===== config.mk =====
export PLATFORM = sky130hd
export DESIGN_NAME = dm_sba_axi_lite_bridge
export DESIGN_NICKNAME = d
export VERILOG_FILES = /design/src/rtl/dm_sba_axi_lite_bridge_pkg.sv /design/src/rtl/dm_sba_axi_lite_bridge.sv
export SDC_FILE = /design/constraint.sdc
export NUM_CORES = 1
export LEC_CHECK = 0
export CAP_MARGIN = 10
export CORE_AREA = 10 10 118 120
export CTS_CLUSTER_SIZE = 28
export DETAILED_ROUTE_END_ITERATION = 8
export DIE_AREA = 0 0 128 130
export PLACE_DENSITY = 0.93
export REMOVE_ABC_BUFFERS = 1
export SLEW_MARGIN = 0
export SYNTH_ARGS = -nofsm -noshare
export SYNTH_HDL_FRONTEND = slang
export SYNTH_SLANG_ARGS = --single-unit

===== constraint.sdc =====
create_clock -name clk_i -period 2.7 [get_ports clk_i]
set_input_delay 0.405 -clock clk_i [delete_from_list [all_inputs] [get_ports clk_i]]
set_output_delay 0.405 -clock clk_i [all_outputs]
set_load 0.01 [all_outputs]

===== src/rtl/dm_sba_axi_lite_bridge_pkg.sv =====
// Shared types and AXI response encodings for the SBA-to-AXI4-Lite bridge.
package dm_sba_axi_lite_bridge_pkg;

  typedef enum logic [2:0] {
    Idle,
    Write,
    WaitB,
    Read,
    WaitR
  } sba_axi_state_e;

  localparam logic [1:0] RespOkay   = 2'b00;
  localparam logic [1:0] RespExOkay = 2'b01;
  localparam logic [1:0] RespSlvErr = 2'b10;
  localparam logic [1:0] RespDecErr = 2'b11;

  // Maps an AXI response to {bad_address, other_error} as seen by the SBA engine.
  function automatic logic [1:0] resp_to_err(input logic [1:0] resp);
    logic [1:0] err;
    err = 2'b00;
    unique case (resp)
      RespOkay:               err = 2'b00;
      RespExOkay, RespSlvErr: err = 2'b01;
      RespDecErr:             err = 2'b10;
      default:                err = 2'b00;
    endcase
    return err;
  endfunction

endpackage


===== src/rtl/dm_sba_axi_lite_bridge.sv =====
// Converts the single-outstanding SBA req/gnt/r_valid port into an AXI4-Lite manager.
module dm_sba_axi_lite_bridge
  import dm_sba_axi_lite_bridge_pkg::*;
#(
  parameter int unsigned BusWidth = 32,
  parameter logic [2:0]  AxProt   = 3'b001
) (
  input  logic                    clk_i,
  input  logic                    rst_ni,
  input  logic                    dmactive_i,
  input  logic                    req_i,
  input  logic [BusWidth-1:0]     add_i,
  input  logic                    we_i,
  input  logic [BusWidth-1:0]     wdata_i,
  input  logic [BusWidth/8-1:0]   be_i,
  output logic                    gnt_o,
  output logic                    r_valid_o,
  output logic [BusWidth-1:0]     r_rdata_o,
  output logic                    r_err_o,
  output logic                    r_other_err_o,
  output logic                    aw_valid_o,
  output logic [BusWidth-1:0]     aw_addr_o,
  output logic [2:0]              aw_prot_o,
  input  logic                    aw_ready_i,
  output logic                    w_valid_o,
  output logic [BusWidth-1:0]     w_data_o,
  output logic [BusWidth/8-1:0]   w_strb_o,
  input  logic                    w_ready_i,
  input  logic                    b_valid_i,
  input  logic [1:0]              b_resp_i,
  output logic                    b_ready_o,
  output logic                    ar_valid_o,
  output logic [BusWidth-1:0]     ar_addr_o,
  output logic [2:0]              ar_prot_o,
  input  logic                    ar_ready_i,
  input  logic                    r_valid_i,
  input  logic [BusWidth-1:0]     r_data_i,
  input  logic [1:0]              r_resp_i,
  output logic                    r_ready_o
);

  localparam int unsigned StrbWidth = BusWidth / 8;

  sba_axi_state_e        state_q;
  logic [BusWidth-1:0]   addr_q;
  logic [BusWidth-1:0]   wdata_q;
  logic [StrbWidth-1:0]  be_q;
  logic                  aw_done_q;
  logic                  w_done_q;
  logic                  aw_done_c;
  logic                  w_done_c;
  logic [1:0]            err_c;

  // Grant is combinational so a request is accepted in the cycle it appears.
  assign gnt_o = (state_q == Idle) & req_i & dmactive_i;

  assign aw_done_c = aw_done_q | (aw_valid_o & aw_ready_i);
  assign w_done_c  = w_done_q  | (w_valid_o  & w_ready_i);
  assign err_c     = resp_to_err((state_q == WaitB) ? b_resp_i : r_resp_i);

  assign aw_addr_o = addr_q;
  assign ar_addr_o = addr_q;
  assign w_data_o  = wdata_q;
  assign w_strb_o  = be_q;
  assign aw_prot_o = AxProt;
  assign ar_prot_o = AxProt;

  always_ff @(posedge clk_i or negedge rst_ni) begin
    if (!rst_ni) begin
      state_q       <= Idle;
      addr_q        <= '0;
      wdata_q       <= '0;
      be_q          <= '0;
      aw_done_q     <= 1'b0;
      w_done_q      <= 1'b0;
      aw_valid_o    <= 1'b0;
      w_valid_o     <= 1'b0;
      b_ready_o     <= 1'b0;
      ar_valid_o    <= 1'b0;
      r_ready_o     <= 1'b0;
      r_valid_o     <= 1'b0;
      r_err_o       <= 1'b0;
      r_other_err_o <= 1'b0;
      r_rdata_o     <= '0;
    end else begin
      // Response flags are single-cycle pulses.
      r_valid_o     <= 1'b0;
      r_err_o       <= 1'b0;
      r_other_err_o <= 1'b0;
      unique case (state_q)
        Idle: begin
          if (gnt_o) begin
            addr_q  <= add_i;
            wdata_q <= wdata_i;
            be_q    <= be_i;
            if (we_i) begin
              state_q    <= Write;
              aw_valid_o <= 1'b1;
              w_valid_o  <= 1'b1;
            end else begin
              state_q    <= Read;
              ar_valid_o <= 1'b1;
            end
          end
        end
        Write: begin
          if (aw_ready_i) aw_valid_o <= 1'b0;
          if (w_ready_i)  w_valid_o  <= 1'b0;
          if (aw_done_c && w_done_c) begin
            state_q   <= WaitB;
            b_ready_o <= 1'b1;
            aw_done_q <= 1'b0;
            w_done_q  <= 1'b0;
          end else begin
            aw_done_q <= aw_done_c;
            w_done_q  <= w_done_c;
          end
        end
        WaitB: begin
          if (b_valid_i) begin
            state_q       <= Idle;
            b_ready_o     <= 1'b0;
            r_valid_o     <= 1'b1;
            r_err_o       <= err_c[1];
            r_other_err_o <= err_c[0];
          end
        end
        Read: begin
          if (ar_ready_i) begin
            state_q    <= WaitR;
            ar_valid_o <= 1'b0;
            r_ready_o  <= 1'b1;
          end
        end
        WaitR: begin
          if (r_valid_i) begin
            state_q       <= Idle;
            r_ready_o     <= 1'b0;
            r_valid_o     <= 1'b1;
            r_err_o       <= err_c[1];
            r_other_err_o <= err_c[0];
            r_rdata_o     <= (r_resp_i == RespOkay) ? r_data_i : '0;
          end
        end
        default: state_q <= Idle;
      endcase
    end
  end

endmodule


==> results.yml <==
cts:
  clk_latency_ns: 0.41
  cts_buffers: 17
  cts_setup_buffers: 0
  ctsResizeCount: 0
  htree_levels: 4
  cts_tree: "yes"
  cts_root_buf: "clkbuf_16"
  hold_buffers: 0
  clockBufferDepth: 2
  clkTransAtPathRegs_ns: 0.05
  clock_sinks: 113
timing:
  final-setup-viol-count: 0
  worst_pin_slew_ns: 0.720
  final_max_slew_viol_count: 0
  finalWorstSetupSlack_ns: 0.311
  max_freq_ghz: 0.419
  rsz0062_at_grt: "false"
  relSlewSlack: 0.520
  fin_worst_skew_ns: 0.00559
  fin_crit_sh: 0.885
  final-hold-violation-count: 0
  totalNegativeSetupSlack_ns: 0
  period_minus_slack_ns: 2.39
logic_synthesis:
  synth_edf_count: 0
  syn_avg_cell_area_sq_um: 12.5
  synth.distinct_cells: 33
  yosysTopAreaCell: "dfrtp_1"
  yosysWarnings: 0
  synth_seq_cells: 113
  synthArstFlopShare: 1.00
  ys_seq_area_frac: 0.594
  synth_top_area_frac: 0.594
  synth_ff_type: "dfrtp_1"
  synth_area_sq_um: 4760
  synth_cells: 380
  synth_area_leaders: "dfrtp_1, mux2_2, buf_4, nand2_1, o21ai_0"
pwr:
  p_per_area_nw_per_um2: 1180
  p_leak_nw: 3.21
  ir_worst_vdd_mv: 0.761
placement:
  placed_cell_area_sq_um: 7140
  gp_congestion: 0.761
  dp_hpwl_um: 12000
  dp_cells: 732
  io_buffers: 254
  dp_worst_setup_slack_ns: 0.442
die:
  start_util: 0.406
  die_x_um: 128
  die-area_sq_um: 16600
  core-area_sq_um: 11700
  io_pins: 261
  num_rows: 40
  fp.dieH_um: 130
final_layout:
  n_fill_cell: 858
  nets: 719
  final_layout_size_suffix_gt1_frac: 0.175
  final_cells: 763
  antennaDiodeCount: 0
  syn_to_final_growth_pct: 61.7
  design_area_sq_um: 7690
global_route:
  grtUsageTotal: 0.180
  antenna_found_initial: 0
  grt.overflow.total: 0
  grt_pass1_vias: 4126
  grt_max_degree: 66
  grt_pass1_wl_um: 23000
status:
  outcome: "finished, final reports clean"
worst_setup_path:
  crit_arrival_ns: 1.98
  cp_max_fo: 12
  path_class: "reg -> out"
  worst_setup_path_start_kind: "flip-flop"
  cp-end-kind: "output port"
  required_ns: 2.30
drt:
  wirelength_um: 15100
  drt_iter0_drc: 160
  num_vias: 3674
  viasPerCell: 4.82
  drcViolationCount: 0
  drt_first_pass_iters: 4
  routedWlPerCell_um: 19.8
  drtAntennaViolNets: 0
flow_run:
  drv_cap: 0
worst_hold_path:
  min_path_type: "in -> async"
power breakdown:
| group | switching, W | leakage [nW] | internal [W] |
|---|---|---|---|
| sequential | 0.000532 | 1.41 | 0.00247 |
| combinational | 0.00155 | 1.52 | 0.00244 |
| clock | 0.000727 | 0.277 | 0.00135 |
state kept, by name (all words and copies together) (netlist names), 3 cells and up:
signal,count
ar_addr_o,32
r_rdata_o,32
w_data_o,32
w_strb_o,4
state_q,3
metal layers:
layer  GRT usage  routed length (um)  share of wire
met1       0.191                5660           0.37
met2       0.302                7550           0.50
met3      0.0852                1650           0.11
met4      0.0728                 291          0.019
met5           0                   0              0
layout by cell type (no fill, tap or decap), types with 2 or more instances in the layout:
cell type,instances
clkbuf_16,17
a21oi_1,4
dfrtp_1,113
clkbuf_1,4
conb_1,6
o21ai_0,35
clkinv_2,5
clkdlybuf4s50_1,253
buf_12,2
a22o_1,2
nand3b_1,3
a21o_1,2
and2_1,2
clkbuf_8,4
mux2_2,70
nand2_1,68
buf_4,4
inv_1,3
path summary, 6_finish.rpt:
| kind | startpoint | endpoint | slack [ns] | depth (start not counted) |
|---|---|---|---|---|
| max in group asynchronous | rst_ni | ar_addr_o[24]$_DFFE_PN0P_ | 1.89 | 2 |
| max | state_q[0]$_DFFE_PN0P_ | gnt_o | 0.31 | 3 |
| min reg2reg | r_rdata_o[5]$_DFFE_PN0P_ | r_rdata_o[5]$_DFFE_PN0P_ | 0.48 | 2 |
| min in group clk_i | r_rdata_o[5]$_DFFE_PN0P_ | r_rdata_o[5]$_DFFE_PN0P_ | 0.48 | 2 |
| max reg2reg | state_q[0]$_DFFE_PN0P_ | ar_addr_o[16]$_DFFE_PN0P_ | 0.86 | 4 |
| min | rst_ni | ar_addr_o[6]$_DFFE_PN0P_ | 0.04 | 1 |
cells by family after synthesis:
logic type,count (synthesis),synth area share
flops,113,0.594
simple gates,83,0.0836
mux,71,0.168
buf+inv,61,0.0918
compound gates,49,0.0581
other cells,2,0.00158
fa+ha+maj,1,0.00263
synthesized netlist by cell type (all sizes together), types with 2 or more instances:
| cell | instances |
|---|---|
| a21o | 2 |
| dfrtp | 113 |
| mux2 | 70 |
| a21oi | 4 |
| and2 | 2 |
| nor3b | 2 |
| nand4bb | 2 |
| conb | 2 |
| nor2 | 2 |
| o21ai | 35 |
| inv | 3 |
| a22o | 2 |
| nand3b | 3 |
| nand2 | 68 |
| clkbuf | 5 |
| buf | 53 |
per-stage QoR:
| stage | hold slack (ns) | utilization | total power (W) |
|---|---|---|---|
| 2_1_floorplan | 0.109 | - | 0.00438 |
| 3_3_place_gp | 0.460 | 0.610 | 0.00689 |
| 3_5_place_dp | 0.469 | 0.610 | 0.00709 |
| 4_1_cts | 0.0631 | 0.657 | 0.00921 |
| 5_1_grt | 0.0731 | 0.657 | 0.00959 |
| 6_report | 0.0445 | 0.657 | 0.00907 |
area by class of cell:
class / instances / area (sq um) / area share
clock buffers: 25 / 495 / 0.0644
clock inverters: 6 / 55.1 / 0.00716
multi-input cells: 210 / 1520 / 0.197
inverters: 3 / 11.3 / 0.00146
repair buffers: 259 / 2600 / 0.338
well taps: 147 / 184 / 0.0239
flip-flops and latches: 113 / 2830 / 0.368
worst max-delay path, cell delays in order (launching register included):
cell	delay, ns
dfrtp_1	0.51
nand4bb_4	0.32
nor2_8	0.16
clkdlybuf4s50_1	0.59
Power figures use the tool's default switching activity.
